==> src/rtl/seg7_scan_ctrl.sv <==
// seg7_scan_ctrl: time-multiplexed 7-segment scan controller with a double-buffered value and blank gaps between digits.
// Define SEG7_LZS_EN to enable leading-zero suppression.
module seg7_scan_ctrl #(
    parameter int NUM_DIGITS   = 4,
    parameter int CLK_DIV      = 50000,
    parameter int BLANK_CYCLES = 2
) (
    input  logic                    CLK,
    input  logic                    RST_N,
    input  logic [4*NUM_DIGITS-1:0] VALUE,
    input  logic                    LOAD,
    input  logic [NUM_DIGITS-1:0]   DIGIT_EN,
    output logic [3:0]              DEC_DIN,
    output logic                    DEC_EN,
    output logic [NUM_DIGITS-1:0]   DIGIT_SEL,
    output logic                    FRAME_DONE
);
    localparam int CW = $clog2(CLK_DIV);
    localparam int IW = NUM_DIGITS > 1 ? $clog2(NUM_DIGITS) : 1;

    typedef enum logic {S_BLANK, S_DRIVE} state_t;
    localparam state_t S_START = BLANK_CYCLES > 0 ? S_BLANK : S_DRIVE;

    state_t                  r_state, w_state_nxt;
    logic [CW-1:0]           r_cnt, w_cnt_nxt;
    logic [IW-1:0]           r_idx, w_idx_nxt;
    logic [4*NUM_DIGITS-1:0] r_active, r_pending;
    logic                    r_pend;
    logic                    w_wrap, w_bound, w_on, w_en_nxt;
    logic [3:0]              w_nib, w_din_nxt;
    logic [NUM_DIGITS-1:0]   w_sel_nxt;

    assign w_wrap      = r_cnt == CW'(CLK_DIV - 1);
    assign w_bound     = w_wrap && r_idx == IW'(NUM_DIGITS - 1);
    assign w_cnt_nxt   = w_wrap ? '0 : r_cnt + 1'b1;
    assign w_idx_nxt   = w_bound ? '0 : w_wrap ? r_idx + 1'b1 : r_idx;
    assign w_state_nxt = int'(w_cnt_nxt) < BLANK_CYCLES ? S_BLANK : S_DRIVE;
    assign w_nib       = r_active[{r_idx, 2'b00} +: 4];

`ifdef SEG7_LZS_EN
    // A digit is suppressed when it and every more-significant active nibble are zero.
    logic [NUM_DIGITS-1:0] w_sup;
    always_comb begin
        logic w_z;
        w_z = 1'b1;
        w_sup = '0;
        for (int k = NUM_DIGITS - 1; k > 0; k--) begin
            w_z = w_z && r_active[4*k +: 4] == 4'd0;
            w_sup[k] = w_z;
        end
    end
    assign w_on = DIGIT_EN[r_idx] && !w_sup[r_idx];
`else
    assign w_on = DIGIT_EN[r_idx];
`endif

    always_comb begin
        w_sel_nxt = '1;
        w_en_nxt  = 1'b0;
        w_din_nxt = DEC_DIN;
        if (r_state == S_DRIVE) begin
            w_din_nxt = w_nib;
            w_en_nxt  = w_on;
            w_sel_nxt = w_on ? ~(NUM_DIGITS'(1) << r_idx) : '1;
        end
    end

    always_ff @(posedge CLK or negedge RST_N) begin
        if (!RST_N) begin
            r_state    <= S_START;
            r_cnt      <= '0;
            r_idx      <= '0;
            DIGIT_SEL  <= '1;
            DEC_EN     <= 1'b0;
            DEC_DIN    <= 4'd0;
            FRAME_DONE <= 1'b0;
        end else begin
            r_state    <= w_state_nxt;
            r_cnt      <= w_cnt_nxt;
            r_idx      <= w_idx_nxt;
            DIGIT_SEL  <= w_sel_nxt;
            DEC_EN     <= w_en_nxt;
            DEC_DIN    <= w_din_nxt;
            FRAME_DONE <= w_bound;
        end
    end

    // New values only reach the active buffer at a frame boundary, so a frame never mixes values.
    always_ff @(posedge CLK or negedge RST_N) begin
        if (!RST_N) begin
            r_active  <= '0;
            r_pending <= '0;
            r_pend    <= 1'b0;
        end else begin
            if (LOAD)
                r_pending <= VALUE;
            if (w_bound) begin
                r_pend <= 1'b0;
                if (LOAD)
                    r_active <= VALUE;
                else if (r_pend)
                    r_active <= r_pending;
            end else if (LOAD) begin
                r_pend <= 1'b1;
            end
        end
    end
endmodule

==> config.mk <==
export PLATFORM = sky130hd
export DESIGN_NAME = seg7_scan_ctrl
export DESIGN_NICKNAME = d
export VERILOG_FILES = /design/src/rtl/seg7_scan_ctrl.sv
export SDC_FILE = /design/constraint.sdc
export NUM_CORES = 1
export LEC_CHECK = 0
export CORE_MARGIN = 2
export CORE_UTILIZATION = 39
export CTS_CLUSTER_DIAMETER = 60
export DETAILED_ROUTE_END_ITERATION = 12
export PLACE_DENSITY_LB_ADDON = 0.3
export SYNTH_ARGS = -nofsm -noshare
export SYNTH_HDL_FRONTEND = slang
export SYNTH_SLANG_ARGS = --single-unit
==> constraint.sdc <==
create_clock -name CLK -period 2.35 [get_ports CLK]
set_input_delay 0.47 -clock CLK [delete_from_list [all_inputs] [get_ports CLK]]
set_output_delay 0.47 -clock CLK [all_outputs]
set_load 0.02 [all_outputs]
# == Word-level counts from Yosys, hierarchy flattened ==
# Cells that the tools add are included.
# classes
add_sub_neg,2
magnitude_cmp,2
eq_ne,2
shifts,2
n_mux,13
bitwise,1
n_reduce_logical,5
# ops
cell,count
16-bit 2-to-1 mux,3
"16-bit by 1-bit adder with 16-bit output, second input constant",1
"16-bit equality test, second input constant",1
"16-bit by 2-bit < comparator with 1-bit output, second input constant",1
16-bit by 5-bit indexed part select with 4-bit output,1
4-bit 2-to-1 mux,2
2-bit nonzero test,3
1-bit 2-to-1 mux,5
2-bit 2-to-1 mux,2
4-bit NOT,1
"1-bit by 2-bit left shift with 4-bit output, first input constant",1
"2-bit by 3-bit < comparator with 1-bit output, second input constant",1
"2-bit by 1-bit adder with 2-bit output, second input constant",1
1-bit binary-select mux with 2-bit select,1
"2-bit equality test, second input constant",1
2-bit AND reduction,1
1-bit logical AND,1
# word_totals
ff_bits,62
input_bits,23
out_inout_bits,10
word_cells,37

# == Logic depth before layout (Yosys ltp) ==
# Gate-level depths: netlist of run 1.
# logic_depth
ltp_word,4
mapped_depth,7
ltp_nobuf,6

# == Worst setup path after synthesis of run 1 ==
# Ideal clock, no wire load.
# synth_path
path_type,reg2reg
start,register r_cnt[5]
end,register r_active[10]
setup_ps,125
arrival_ps,2065
slack_ps,160
stages_incl_launch_ff,8
period_less_slack_ps,2190
path_cell_list,dfrtp_1 -> buf_2 -> or4_4 -> nor4_4 -> and2_4 -> o21ai_4 -> buf_6 -> mux2_4
# synth_between
elab_chain_cells,3
# synth_rtl
item,line_no,source
from (decl),25,"logic [CW-1:0] r_cnt, w_cnt_nxt;"
from (signal assigned),79,r_cnt <= w_cnt_nxt;
16-bit equality test,33,assign w_wrap = r_cnt == CW'(CLK_DIV - 1);
1-bit logical AND,34,assign w_bound = w_wrap && r_idx == IW'(NUM_DIGITS - 1);
via w_bound,29,"logic w_wrap, w_bound, w_on, w_en_nxt;"
2-bit AND reduction (no source line),--,
to (signal assigned),102,r_active <= r_pending;
to (decl),27,"logic [4*NUM_DIGITS-1:0] r_active, r_pending;"
# The timed path passes the listed nets, and every way through them passes these cells.
# A chain may end at the register's enable or synchronous reset.

# == Final worst setup path of run 1 ==
# layout_path
start,register r_cnt[12]
end,register r_active[14]
# The elaborated chain is that of the path after synthesis.

==> results by group, run 1 <==
STA
  • Final setup fails: 0
  • Post-route minimum period: 2.15 ns
  • Slew Limit Headroom: 0.558
  • Crit share post-route: 0.917
  • Setup TNS: 0 ns
  • RSZ-0062 raised after global routing: false
  • Max-slew violation count: 0
  • Max Freq: about 0.46 GHz
  • Final Skew: 0.00956 ns
  • Worst Tran Pin Value: around 0.66 ns
  • Fin. Hold Viols: 0

Floorplan
  • Row cnt: 31
  • Core Box Area: slightly above 7000 um^2
  • Chip height: around 89 um
  • Die W: between 80 and 90 um
  • Die Footprint: 7990 um^2
  • Starting density of the core: 0.398
  • Ports: 33

Hold path
  • Worst Hold Class: in -> async

Placement
  • Placed inst area: around 3300 um^2
  • IO Port Bufs: 32
  • Placer Congestion: between 0.9 and 1
  • DPL Wire Length: between 3000 and 4000 um

Worst setup path
  • Worst Path Arrival: 2.38 ns
  • Critical path cell sequence: or4b_4, nor4_4, and2_4, o21ai_4, mux2_4
  • Critical Path Start Type: flop
  • CP required: between 2 and 3 ns
  • Critical path's largest stage delay: roughly 0.55 ns
  • CP endpoint kind: flop
  • WS Path Type: reg -> reg
  • CP max stage cell: or4b_4
  • Crit path max fanout: 16

Clocking
  • H-tree levels: 3
  • CTS hold repair buffers: 0
  • Clock transition at the registers of the reported paths: 0.07 ns
  • Post-cts resize count: 0
  • CTS tree: done
  • Later-pin clock latency in the skew report: about 0.33 ns
  • Cts bufs inserted: 9
  • CTS root buf: clkbuf_8
  • Clock sinks: between 60 and 70
  • Postcts setup bufs: 0
  • Clock Tree Buf Depth: 2

Yosys
  • Largest area contributor in the netlist: dfrtp_1
  • Avg Synthesized Cell Area: ~13 um^2
  • Seq/Total Area, Yosys: 0.547
  • Number of enable flip-flop cells after synthesis: 0
  • Syn Nets: between 200 and 250
  • Synth area leaders: dfrtp_1, mux2_2, mux2_4
  • Synth top area share: 0.510
  • FFs w/ async S/R, synth: 1.00
  • Syn Std Cell Area: 2840 um^2
  • Synthesis-stage register bit count: 62
  • Syn Inst Count: roughly 220
  • Library cells used by synthesis: 40
  • Yosys warns: 0
  • Primary FF master, synth: dfrtp_1

Power and ir drop
  • Logic gate share of total power: 0.053
  • Int Power: ~1.8 mW
  • Total chip power: ~2.3 mW
  • Psw: 0.449 mW
  • Pleak: approximately 1.6 nW
  • Clock power share: 0.460
  • PD cells: ~640 nW/um^2
  • Peak VDD IR: around 300 uV
  • Net Sw Frac: 0.198
  • Sequential share of power: 0.488

Final layout
  • Cell area after layout: 3560 um^2
  • Layout cells sized above 1: 0.309
  • Final nets: 289
  • Ant. Diodes: 0
  • Layout area overhead: 25.3%

GRT
  • Initial antenna violation count: 0
  • Global-route wire length before repair: slightly above 9000 um
  • Largest net degree at the start of global routing: 33
  • GRT Overall Usage: 0.153
  • Vias in the first global route: around 1,900
  • Global route overflow: 0

Routing
  • DR vias/cell: 4.98
  • WL/cell: 14.8 um
  • Antenna Violating Nets Remaining: 0
  • Vias: ~1,800
  • Total Wirelength: roughly 5400 um
  • 1st-pass router iterations: 4
  • Drt first-iter violations: 152
  • # DRC: 0

Job
  • Max Cap Violations: 0

Outcome
  • Status: finished clean
[cell usage in the layout, fill, tap and decap left out, types with 6 or more instances in the layout]
cell	count
nor2_1	15
nand2_1	14
buf_4	13
xor2_1	9
mux2_2	27
mux2_4	10
clkbuf_8	11
nand4_1	6
dfrtp_1	58
clkdlybuf4s50_1	31
[cells in the mapped netlist (all sizes together), types with 4 or more instances]
cell / n
buf: 6
clkbuf: 7
dfrtp: 58
dfstp: 4
ha: 5
inv: 4
mux2: 37
mux4: 5
nand2: 14
nand3: 5
nand4: 6
nor2: 15
nor4: 6
o21ai: 6
xnor2: 5
xor2: 9
[state kept, by name (all words and copies together) (netlist names)]
signal,flops
r_pend,1
r_active,16
r_pending,16
r_state,1
r_cnt,16
DEC_DIN,4
DIGIT_SEL,4
r_idx,2
FRAME_DONE,1
DEC_EN,1
[metal layers]
layer  part of all wire  vias up  GRT usage
met1               0.47      880      0.205
met2               0.46       53      0.232
met4              0.032        0     0.0896
met3              0.044       17     0.0286
li1                   -      863          -
met5                  0        -          0
[power by group through the flow]
stage / logic, mW / registers, mW / clock network (mW)
4_1_cts: 0.123 / 1.10 / 1.06
3_3_place_gp: 0.121 / 1.12 / 0
5_1_grt: 0.133 / 1.11 / 1.11
2_1_floorplan: 0.0437 / 1.12 / 0
3_5_place_dp: 0.123 / 1.12 / 0
6_report: 0.119 / 1.10 / 1.04
[worst paths after layout]
| check | from | depth (start not counted) | slack [ns] | endpoint |
|---|---|---|---|---|
| max | r_cnt[12] | 5 | 0.20 | r_active[14] |
| min | RST_N | 1 | 0.12 | r_idx[1] |
| max reg2reg | r_cnt[12] | 5 | 0.20 | r_active[14] |
| min reg2reg | r_pending[2] | 1 | 0.50 | r_pending[2] |
| max in group asynchronous | RST_N | 2 | 1.61 | DIGIT_SEL[2] |
| min in group CLK | r_pending[2] | 1 | 0.50 | r_pending[2] |
[area by class of cell]
class | instances | area, um^2
sequential | 62 | 1560
multi-input combinational | 138 | 1210
fill | 643 | 3570
timing repair buffer | 46 | 433
clock inverter | 3 | 67.6
clock buffer | 12 | 155
inverter | 4 | 15.0
tap | 99 | 124
[metrics by stage]
step	utilization	setup slack (ns)	instances	hold WS (ns)
3_3_place_gp	0.468	0.231	349	0.485
5_1_grt	0.499	0.0326	364	0.157
2_1_floorplan	-	0.160	217	0.174
6_report	0.499	0.196	364	0.121
3_5_place_dp	0.468	0.213	349	0.485
4_1_cts	0.499	0.195	364	0.126
[cell families after synthesis]
family,after synthesis,synth area share
and+or+nand+nor,62,0.124
DFF,62,0.547
muxes,42,0.199
buffers and inverters,17,0.0268
AOI/OAI and AO/OA,15,0.0374
xor gates and xnor gates,14,0.0431
adders and majority gates,5,0.0220
[worst max-delay path: cells and delay by family, from the launching register on]
family | cells | cell delay, ns
muxes | 1 | 0.35
AOI/OAI and AO/OA | 1 | 0.18
and+or+nand+nor | 3 | 1.04
DFF | 1 | 0.46
No activity file was read; power rests on OpenSTA's default activity.
==> run 2: changes to the inputs <==
Settings changed: CORE_ASPECT_RATIO from default to 1.1.
==> run 2 against run 1 <==
Against the previous run: count of clock-buffer cells in the layout shrank 1; critical path depth grew 2; total power grew 4.9%; non-clock buffer count shrank 3; sequential power is essentially flat; combinational power is essentially flat; first-iteration DRC count shrank 63%; critical path type unchanged.
==> results by group, run 2 (synthesized netlist as in run 1, its figures left out) <==
Clocking
  • H-tree levels: 3 (unchanged)
  • Clock transition at the registers of the reported paths: 0.07 ns (about the same)
  • Postcts setup bufs: 0 (unchanged)
  • CTS root buf: clkbuf_8
  • Clock sinks: 62 (unchanged)
  • Later-pin clock latency in the skew report: 0.34 ns (about the same)
  • Cts bufs inserted: 9 (unchanged)
  • CTS tree: done
  • Clock Tree Buf Depth: 2 (unchanged)

STA
  • Post-route minimum period: 2.16 ns (+0.00227 ns)
  • Setup TNS: 0 ns (unchanged)
  • WHS: 0.130 ns (+0.00849 ns)
  • RSZ-0062 raised after global routing: false
  • Crit share post-route: 0.918 (+0.000966)
  • Final WS setup: 0.194 ns (-0.00227 ns)
  • Max Freq: 0.464 GHz (-0.11%)
  • Fin. Hold Viols: 0 (unchanged)
  • Worst Tran Pin Value: 0.682 ns (+0.0218 ns)
  • Final Skew: 0.0102 ns (+0.000691 ns)
  • Final setup fails: 0 (unchanged)
  • Slew Limit Headroom: 0.543 (-0.0146)
  • Max-slew violation count: 0 (unchanged)

Placement
  • # placed instances: 332 (-4.9%)
  • Placed inst area: 3300 um^2 (-1.2%)
  • DPL Wire Length: 3630 um (-4.9%)
  • IO Port Bufs: 32 (unchanged)
  • Pre-CTS setup slack: 0.165 ns (-0.0481 ns)
  • Placer Congestion: 0.812 (-11%)

Job
  • Max Cap Violations: 0 (unchanged)

Worst setup path
  • Reg2reg end: r_state
  • Crit path from: r_cnt[0]
  • Critical path cell sequence: ha_1, nand3_1, buf_4, nor4_1, a21oi_1, nor4b_2, a41oi_1
  • Worst setup path end: r_state
  • WS Path Type: reg -> reg
  • Cell family with most CP delay: simple AND/OR/NAND/NOR gates
  • CP max stage cell: dfrtp_1
  • Bufs and invs on worst path: 1 (+1)
  • R2R Setup Slk: 0.19 ns (about the same)
  • Reg2Reg Depth: 7 (+2)
  • Reg-to-reg startpoint: r_cnt[0]
  • CP required: 2.55 ns (-0.02 ns)
  • Worst Path Arrival: 2.36 ns (-0.02 ns)
  • Critical path's largest stage delay: 0.40 ns (-0.15 ns)
  • CP endpoint kind: flop
  • Critical Path Start Type: flop
  • Crit path max fanout: 9 (-7)
  • Critical path depth: 7 (+2)

Hold path
  • Worst Hold Class: in -> async

Final layout
  • Fin cells: 348 (-4.4%)
  • Cell area after layout: 3560 um^2 (about the same)
  • Commonest non-fill, non-tap cells in the layout: dfrtp_1, clkdlybuf4s50_1, mux2_2, nor2_1, nand2_1
  • Ant. Diodes: 0 (unchanged)
  • Commonest non-fill, non-tap cell in the layout: dfrtp_1
  • Fillers: 599 (-6.8%)
  • Final Core Density: 0.505 (+0.00603)
  • Layout area overhead: 25.2% (about the same)
  • Final nets: 286 (-1.0%)
  • Layout cells sized above 1: 0.312 (+0.00235)
  • Regs by FF count: r_active (16), r_cnt (16), r_pending (16)

Power and ir drop
  • Total chip power: 2.37 mW (+4.9%)
  • Peak VDD IR: 319 uV (+6.5%)
  • PD cells: 667 nW/um^2 (+5.0%)
  • Pleak: 1.61 nW (-0.32%)

GRT
  • Vias in the first global route: 1,843 (-2.9%)
  • Largest net degree at the start of global routing: 38 (+15%)
  • GRT Overall Usage: 0.151 (-0.00181)
  • Global route overflow: 0 (unchanged)
  • Initial antenna violation count: 0 (unchanged)
  • Global-route wire length before repair: 9170 um (+0.61%)

Floorplan
  • Row cnt: 32 (+3.2%)
  • Ports: 33 (unchanged)
  • Die W: 85.4 um (-4.4%)
  • Core Box Area: 7050 um^2 (-1.3%)
  • Die Footprint: 7990 um^2 (about the same)
  • Chip height: 93.6 um (+4.7%)
  • Starting density of the core: 0.404 (+0.00509)

Routing
  • Antenna Violating Nets Remaining: 0 (unchanged)
  • DR vias/cell: 5.21 (+4.7%)
  • Drt first-iter violations: 56 (-63%)
  • 1st-pass router iterations: 4 (unchanged)
  • Total Wirelength: 5360 um (-0.33%)
  • # DRC: 0 (unchanged)
  • WL/cell: 15.4 um (+4.2%)
  • Vias: 1,814 (+0.055%)

Outcome
  • Status: finished clean
-- run 2: changes by cell type in the layout (fill, tap and decap cells not counted), sizes merged --
| cell | change |
|---|---|
| clkbuf | -1 |
| clkinv | +1 |
| buf | -3 |
| bufinv | +1 |
-- run 2: what timing repair did --
action | CTS | global route
resized for setup | 0 | 2
hold buffers | 0 | 0
setup endpoints to repair | 0 | 1
-- run 2: routing by layer --
layer	routed length, um	vias to the layer above	track usage	part of all wire
met5	0	-	0	0
met4	94	0	0.0714	0.018
met3	272	9	0.0441	0.051
met2	2460	43	0.221	0.46
met1	2530	905	0.207	0.47
li1	-	857	-	-
-- run 2: how the worst min path moves through the flow --
stage	end	depth (start not counted)	start	slack [ns]
after floorplan	DEC_DIN[0]	0	RST_N	0.17
after global placement	r_pending[4]	1	r_pending[4]	0.48
after detailed placement	r_pending[8]	1	r_pending[8]	0.49
after CTS	r_pending[6]	1	RST_N	0.14
after global routing	r_pending[6]	1	RST_N	0.17
final	r_pending[6]	1	RST_N	0.13
-- run 2: cell type report --
class,count,area [um^2],area share
Timing Repair Buffer,43,410,0.115
Tap cell,85,106,0.0299
Inverter,4,15.0,0.00422
Multi-Input combinational cell,138,1220,0.344
Clock inverter,5,106,0.0299
Sequential cell,62,1560,0.437
Clock buffer,11,141,0.0397
-- run 2: power by group --
group | internal, mW | switching [mW]
clock network | 0.736 | 0.420
logic | 0.0655 | 0.0504
registers | 1.10 | 0.00606
total | 1.90 | 0.476
==> run 3: changes to the inputs <==
Settings changed: SLEW_MARGIN from default to 20.
==> results of run 3 <==
The final DEF is identical to that of run 2; final timing and power are the same.
==> RTL change 1 (flow settings as in run 2) <==
Reset style: synchronous (`RST_N`), changed in 2 clocked blocks.
--- a/src/rtl/seg7_scan_ctrl.sv
+++ b/src/rtl/seg7_scan_ctrl.sv
@@ -65,7 +65,7 @@
         end
     end
 
-    always_ff @(posedge CLK or negedge RST_N) begin
+    always_ff @(posedge CLK) begin
         if (!RST_N) begin
             r_state    <= S_START;
             r_cnt      <= '0;
@@ -86,7 +86,7 @@
     end
 
     // New values only reach the active buffer at a frame boundary, so a frame never mixes values.
-    always_ff @(posedge CLK or negedge RST_N) begin
+    always_ff @(posedge CLK) begin
         if (!RST_N) begin
             r_active  <= '0;
             r_pending <= '0;
Formal check against the unedited RTL: differs if RST_N is asserted again (counterexample within 4 cycles, from zero or initial values and one cycle with RST_N low); with RST_N held inactive, the same outputs for 10 cycles.
==> RTL change 1 against run 2 <==
Synthesized area down 0.62%. Non-clock buffer count up 4. Design area down 3.6%. Power down 4.7%. Worst setup slack worse by 43 ps. Wire length down 0.34%. Sequential cell count unchanged. Critical path depth unchanged.
==> RTL change 1: results (changes against run 2) <==
----------------------------------------------------
[Status]
  Result of the run ... finished, final reports clean

[Synthesis]
  Synthesized-area fraction occupied by ao, oa, aoi and oai cells ... 10.4% (+6.6 points)
  Cell types occupying the most area after synthesis ... dfxtp_1, mux2i_1, nor2_1, a211oi_2, mux4_2
  Mean cell area of the mapped netlist ... 9.95 um2 (-24%)
  Mux contribution to synthesized area ... 11.3% (-8.6 points)
  Net Count, Synth ... 312 (+27%)
  Synth async-reset ratio ... 0% (-100 points)
  Xor-xnor portion of the synthesized cell area ... 4.96% (+0.65 points)
  Synthesized cell area ... 0.00283 mm2 (-0.62%)
  Adder-Cell Fraction of Synth Area ... 2.21% (+0.014 points)

[Placed design]
  Final GP Congestion ... 0.891 (+9.7%)
  Cell area reported after detailed placement ... 0.00320 mm2 (-3.0%)

[Global routing]
  Maximum number of pins on one net before global-route repair ... 33 (-13%)
  Vias in the first global route ... 1,935 (+5.0%)
  Met1 Track Usage GR ... 17.3% (-3.4 points)

[Min path]
  Type of the worst min-delay path ... reg -> reg

[Layout]
  Proportion of cell area occupied by multi-input gates ... 40.6% (+6.2 points)
  Final nets ... 347 (+21%)
  Inverter count ... 6 (+2)
  P&R area growth vs syn ... 21.4%
  Total area of sequential cells ... 0.00124 mm2 (-20%)
  Ratio of cells with drive above 1 in the final layout ... 18.8% (-12 points)
  Share of final layout cell area taken by clock buffers and inverters ... 6.49% (-0.47 points)

[STA]
  Worst clock skew on the final layout ... 10.3 ps (+0.0602 ps)

[Detailed routing]
  Average wire length per cell after detail routing ... 13.1 um (-15%)
  Met3 routed WL ... 165 um (-39%)
  Routed metal-1 wire length ... 2420 um (-4.4%)
  Number of vias in the routed layout ... 2,000 (+10%)
  Met2 Wirelength ... 2680 um (+8.7%)

[Critical path]
  Critical-path maximum fanout ... 32 (+23)
  Crit-path slowest cell ... or4_4

[Pwr]
  Worst-case vdd ir drop ... 0.473 mV (+48%)

----------------------------------------------------
## RTL change 1: cell count changes after synthesis, sizes merged, moves of 17 or more
cell    change
a211oi     +17
dfrtp      -58
dfxtp      +62
mux2       -37
mux2i      +23
nor2       +41
## RTL change 1: how the worst max path moves through the flow
stage                                endpoint            startpoint  slack [ps]
finish               r_active[8]$_SDFFE_PN0P_   r_cnt[0]$_SDFF_PP0_         150
global route         r_active[0]$_SDFFE_PN0P_   r_cnt[0]$_SDFF_PP0_         -20
CTS                  r_active[2]$_SDFFE_PN0P_   r_cnt[0]$_SDFF_PP0_          90
detailed placement   r_active[2]$_SDFFE_PN0P_   r_cnt[0]$_SDFF_PP0_         150
global placement     r_active[0]$_SDFFE_PN0P_  r_cnt[11]$_SDFF_PN0_         190
floorplan           r_active[11]$_SDFFE_PN0P_  r_cnt[11]$_SDFF_PN0_         140
## RTL change 1: power by group
group,internal [mW],switching [mW]
Combinational,0.0734,0.0650
Clock,0.600,0.431
Sequential,1.08,0.0160
==> RTL change 2 (settings of run 2) <==
Without the edit above. Change the parameter `CLK_DIV` from 50000 to 25000.
--- a/src/rtl/seg7_scan_ctrl.sv
+++ b/src/rtl/seg7_scan_ctrl.sv
@@ -2,7 +2,7 @@
 // Define SEG7_LZS_EN to enable leading-zero suppression.
 module seg7_scan_ctrl #(
     parameter int NUM_DIGITS   = 4,
-    parameter int CLK_DIV      = 50000,
+    parameter int CLK_DIV      = 25000,
     parameter int BLANK_CYCLES = 2
 ) (
     input  logic                    CLK,
Function: no difference found for any inputs over 10 cycles, from zero or initial values and one cycle with RST_N low; that may be too few to reach the edited logic, so the function may still have changed.
==> RTL change 2 against run 2 <==
Design area down 4.0%. Power down 9.5%. Clock power fell by 18%. Wire length is 6.6% lower. Worst setup slack improved by 43 ps. Largest power group is now sequential cells. Synthesized area down 2.2%. Critical path depth decreased by 1. Sequential cell count fell by 1. Global-route usage is 0.89 points lower.
==> RTL change 2: results (changes against run 2) <==
----------------------------------------------------
[Critical path]
  Worst r2r path cells ... 6 (-1)
  Crit-path slowest cell ... a2111oi_0
  Critical-path maximum fanout ... 6 (-3)
  Largest stage delay on the critical path ... 420 ps (+20 ps)
  Arrival time reported for the critical path endpoint ... 2310 ps (-50 ps)

[Placed design]
  Final GP Congestion ... 0.846 (+4.2%)
  Detailed placement HPWL ... 3560 um (-2.1%)
  Count of placed standard cells including taps ... 322 (-3.0%)
  Number of buffers added on ports ... 32 (unchanged)

[STA]
  Worst clock skew on the final layout ... 12.8 ps (+2.56 ps)
  Slew Limit Headroom ... 61.5% (+7.2 points)

[Detailed routing]
  Average wire length per cell after detail routing ... 14.8 um (-3.9%)
  Starting DRT DRC Count ... 58 (+3.6%)
  Via/cell ratio ... 5.02 (-3.7%)
  Iteration count of the initial detailed-routing pass ... 4 (unchanged)

[Synthesis]
  Unique masters post-synth ... 42 (+5.0%)
  Synthesized cell area ... 0.00278 mm2 (-2.2%)
  Cell types occupying the most area after synthesis ... dfrtp_1, mux2_2, mux2_4, mux4_2, dfstp_2
  Sequential share of the synthesized area ... 55.0% (+0.31 points)
  Top cells by count, synth ... dfrtp_1, mux2_2, nand2_1
  Synthesized instance count ... 210 (-3.2%)
  Net Count, Synth ... 238 (-2.9%)
  Synth async-reset ratio ... 100% (unchanged)

[Layout]
  Ratio of cells with drive above 1 in the final layout ... 29.2% (-1.9 points)
  Count of non-filler cells in the finished layout ... 338 (-2.9%)
  Final nets ... 276 (-3.5%)
  Filler cell count ... 625 (+4.3%)
  Largest registers ... r_active: 16 flops, r_pending: 16 flops, r_cnt: 15 flops

[Pwr]
  Leakage dissipation ... 1.54 nW (-3.9%)
  Worst-case vdd ir drop ... 0.318 mV (-0.27%)

[Global routing]
  Vias in the first global route ... 1,708 (-7.3%)
  Initial antenna violation count ... 0 (unchanged)
  Wire length of the first global-routing pass ... 8470 um (-7.7%)
  Maximum number of pins on one net before global-route repair ... 26 (-32%)
  Overall fraction of global-route tracks in use ... 14.3% (-0.89 points)

[Status]
  Result of the run ... finished, final reports clean

[CTS]
  Setup Buffers After CTS ... 0 (unchanged)

----------------------------------------------------
## RTL change 2: changes by cell type after synthesis, sizes merged, moves of 3 or more
cell and change:
nor2 -4, xor2 -4, buf -3, a211oi +3, nand4 -6
## RTL change 2: layout make-up
cell class,count,area [um2],share of cell area [%]
clock buffers,9,124,3.63
repair buffers,38,373,10.9
flip-flops and latches,61,1530,44.8
clock inverters,7,81.3,2.38
well taps,85,106,3.11
multi-input cells,132,1180,34.5
inverters,6,22.5,0.659
## RTL change 2: stage by stage
step,hold WS (ps),cell area (um2),setup WS [ps],total power [mW],utilization (%)
2_1_floorplan,174,2780,397,1.15,-
3_3_place_gp,443,3210,263,1.22,46.1
3_5_place_dp,456,3210,241,1.23,46.1
4_1_cts,131,3420,224,2.18,49.0
5_1_grt,162,3420,62.3,2.25,49.0
6_report,121,3420,237,2.15,49.0
## RTL change 2: routing by layer
layer	part of all wire (%)	up-vias	global-route usage (%)
li1	-	822	-
met1	46	829	18.3
met2	47	37	22.3
met3	4.6	8	2.14
met4	2.2	0	9.52
met5	0	-	0
## RTL change 2: cell families (layout without fill, tap and decap cells)
logic type               Yosys count  count (layout)  synth area share (%)
XOR/XNOR                          10              10                  3.15
multiplexers                      41              41                  20.0
AND/OR/NAND/NOR                   56              56                  12.0
AO/OA/AOI/OAI                     20              20                  5.04
buffers and inverters             17              60                  2.61
adder cells (fa/ha/maj)            5               5                  2.25
flip-flops                        61              61                  55.0
## RTL change 2: path summary, 6_finish.rpt
check	start	to	slack, ps
min	RST_N	r_pending[14]$_DFFE_PN0P_	120
min reg2reg	r_cnt[0]$_DFF_PN0_	r_cnt[0]$_DFF_PN0_	460
max in group asynchronous	RST_N	r_pending[2]$_DFFE_PN0P_	1580
max	r_cnt[0]$_DFF_PN0_	r_state$_DFF_PN0_	240
max reg2reg	r_cnt[0]$_DFF_PN0_	r_state$_DFF_PN0_	240
min in group CLK	r_cnt[0]$_DFF_PN0_	r_cnt[0]$_DFF_PN0_	460
## RTL change 2: report_power, final
| part | total [mW] | internal (mW) | switching, mW |
|---|---|---|---|
| clock | 0.948 | 0.503 | 0.444 |
| combinational | 0.115 | 0.0664 | 0.0488 |
| sequential | 1.09 | 1.08 | 0.00675 |
| total | 2.15 | 1.65 | 0.500 |
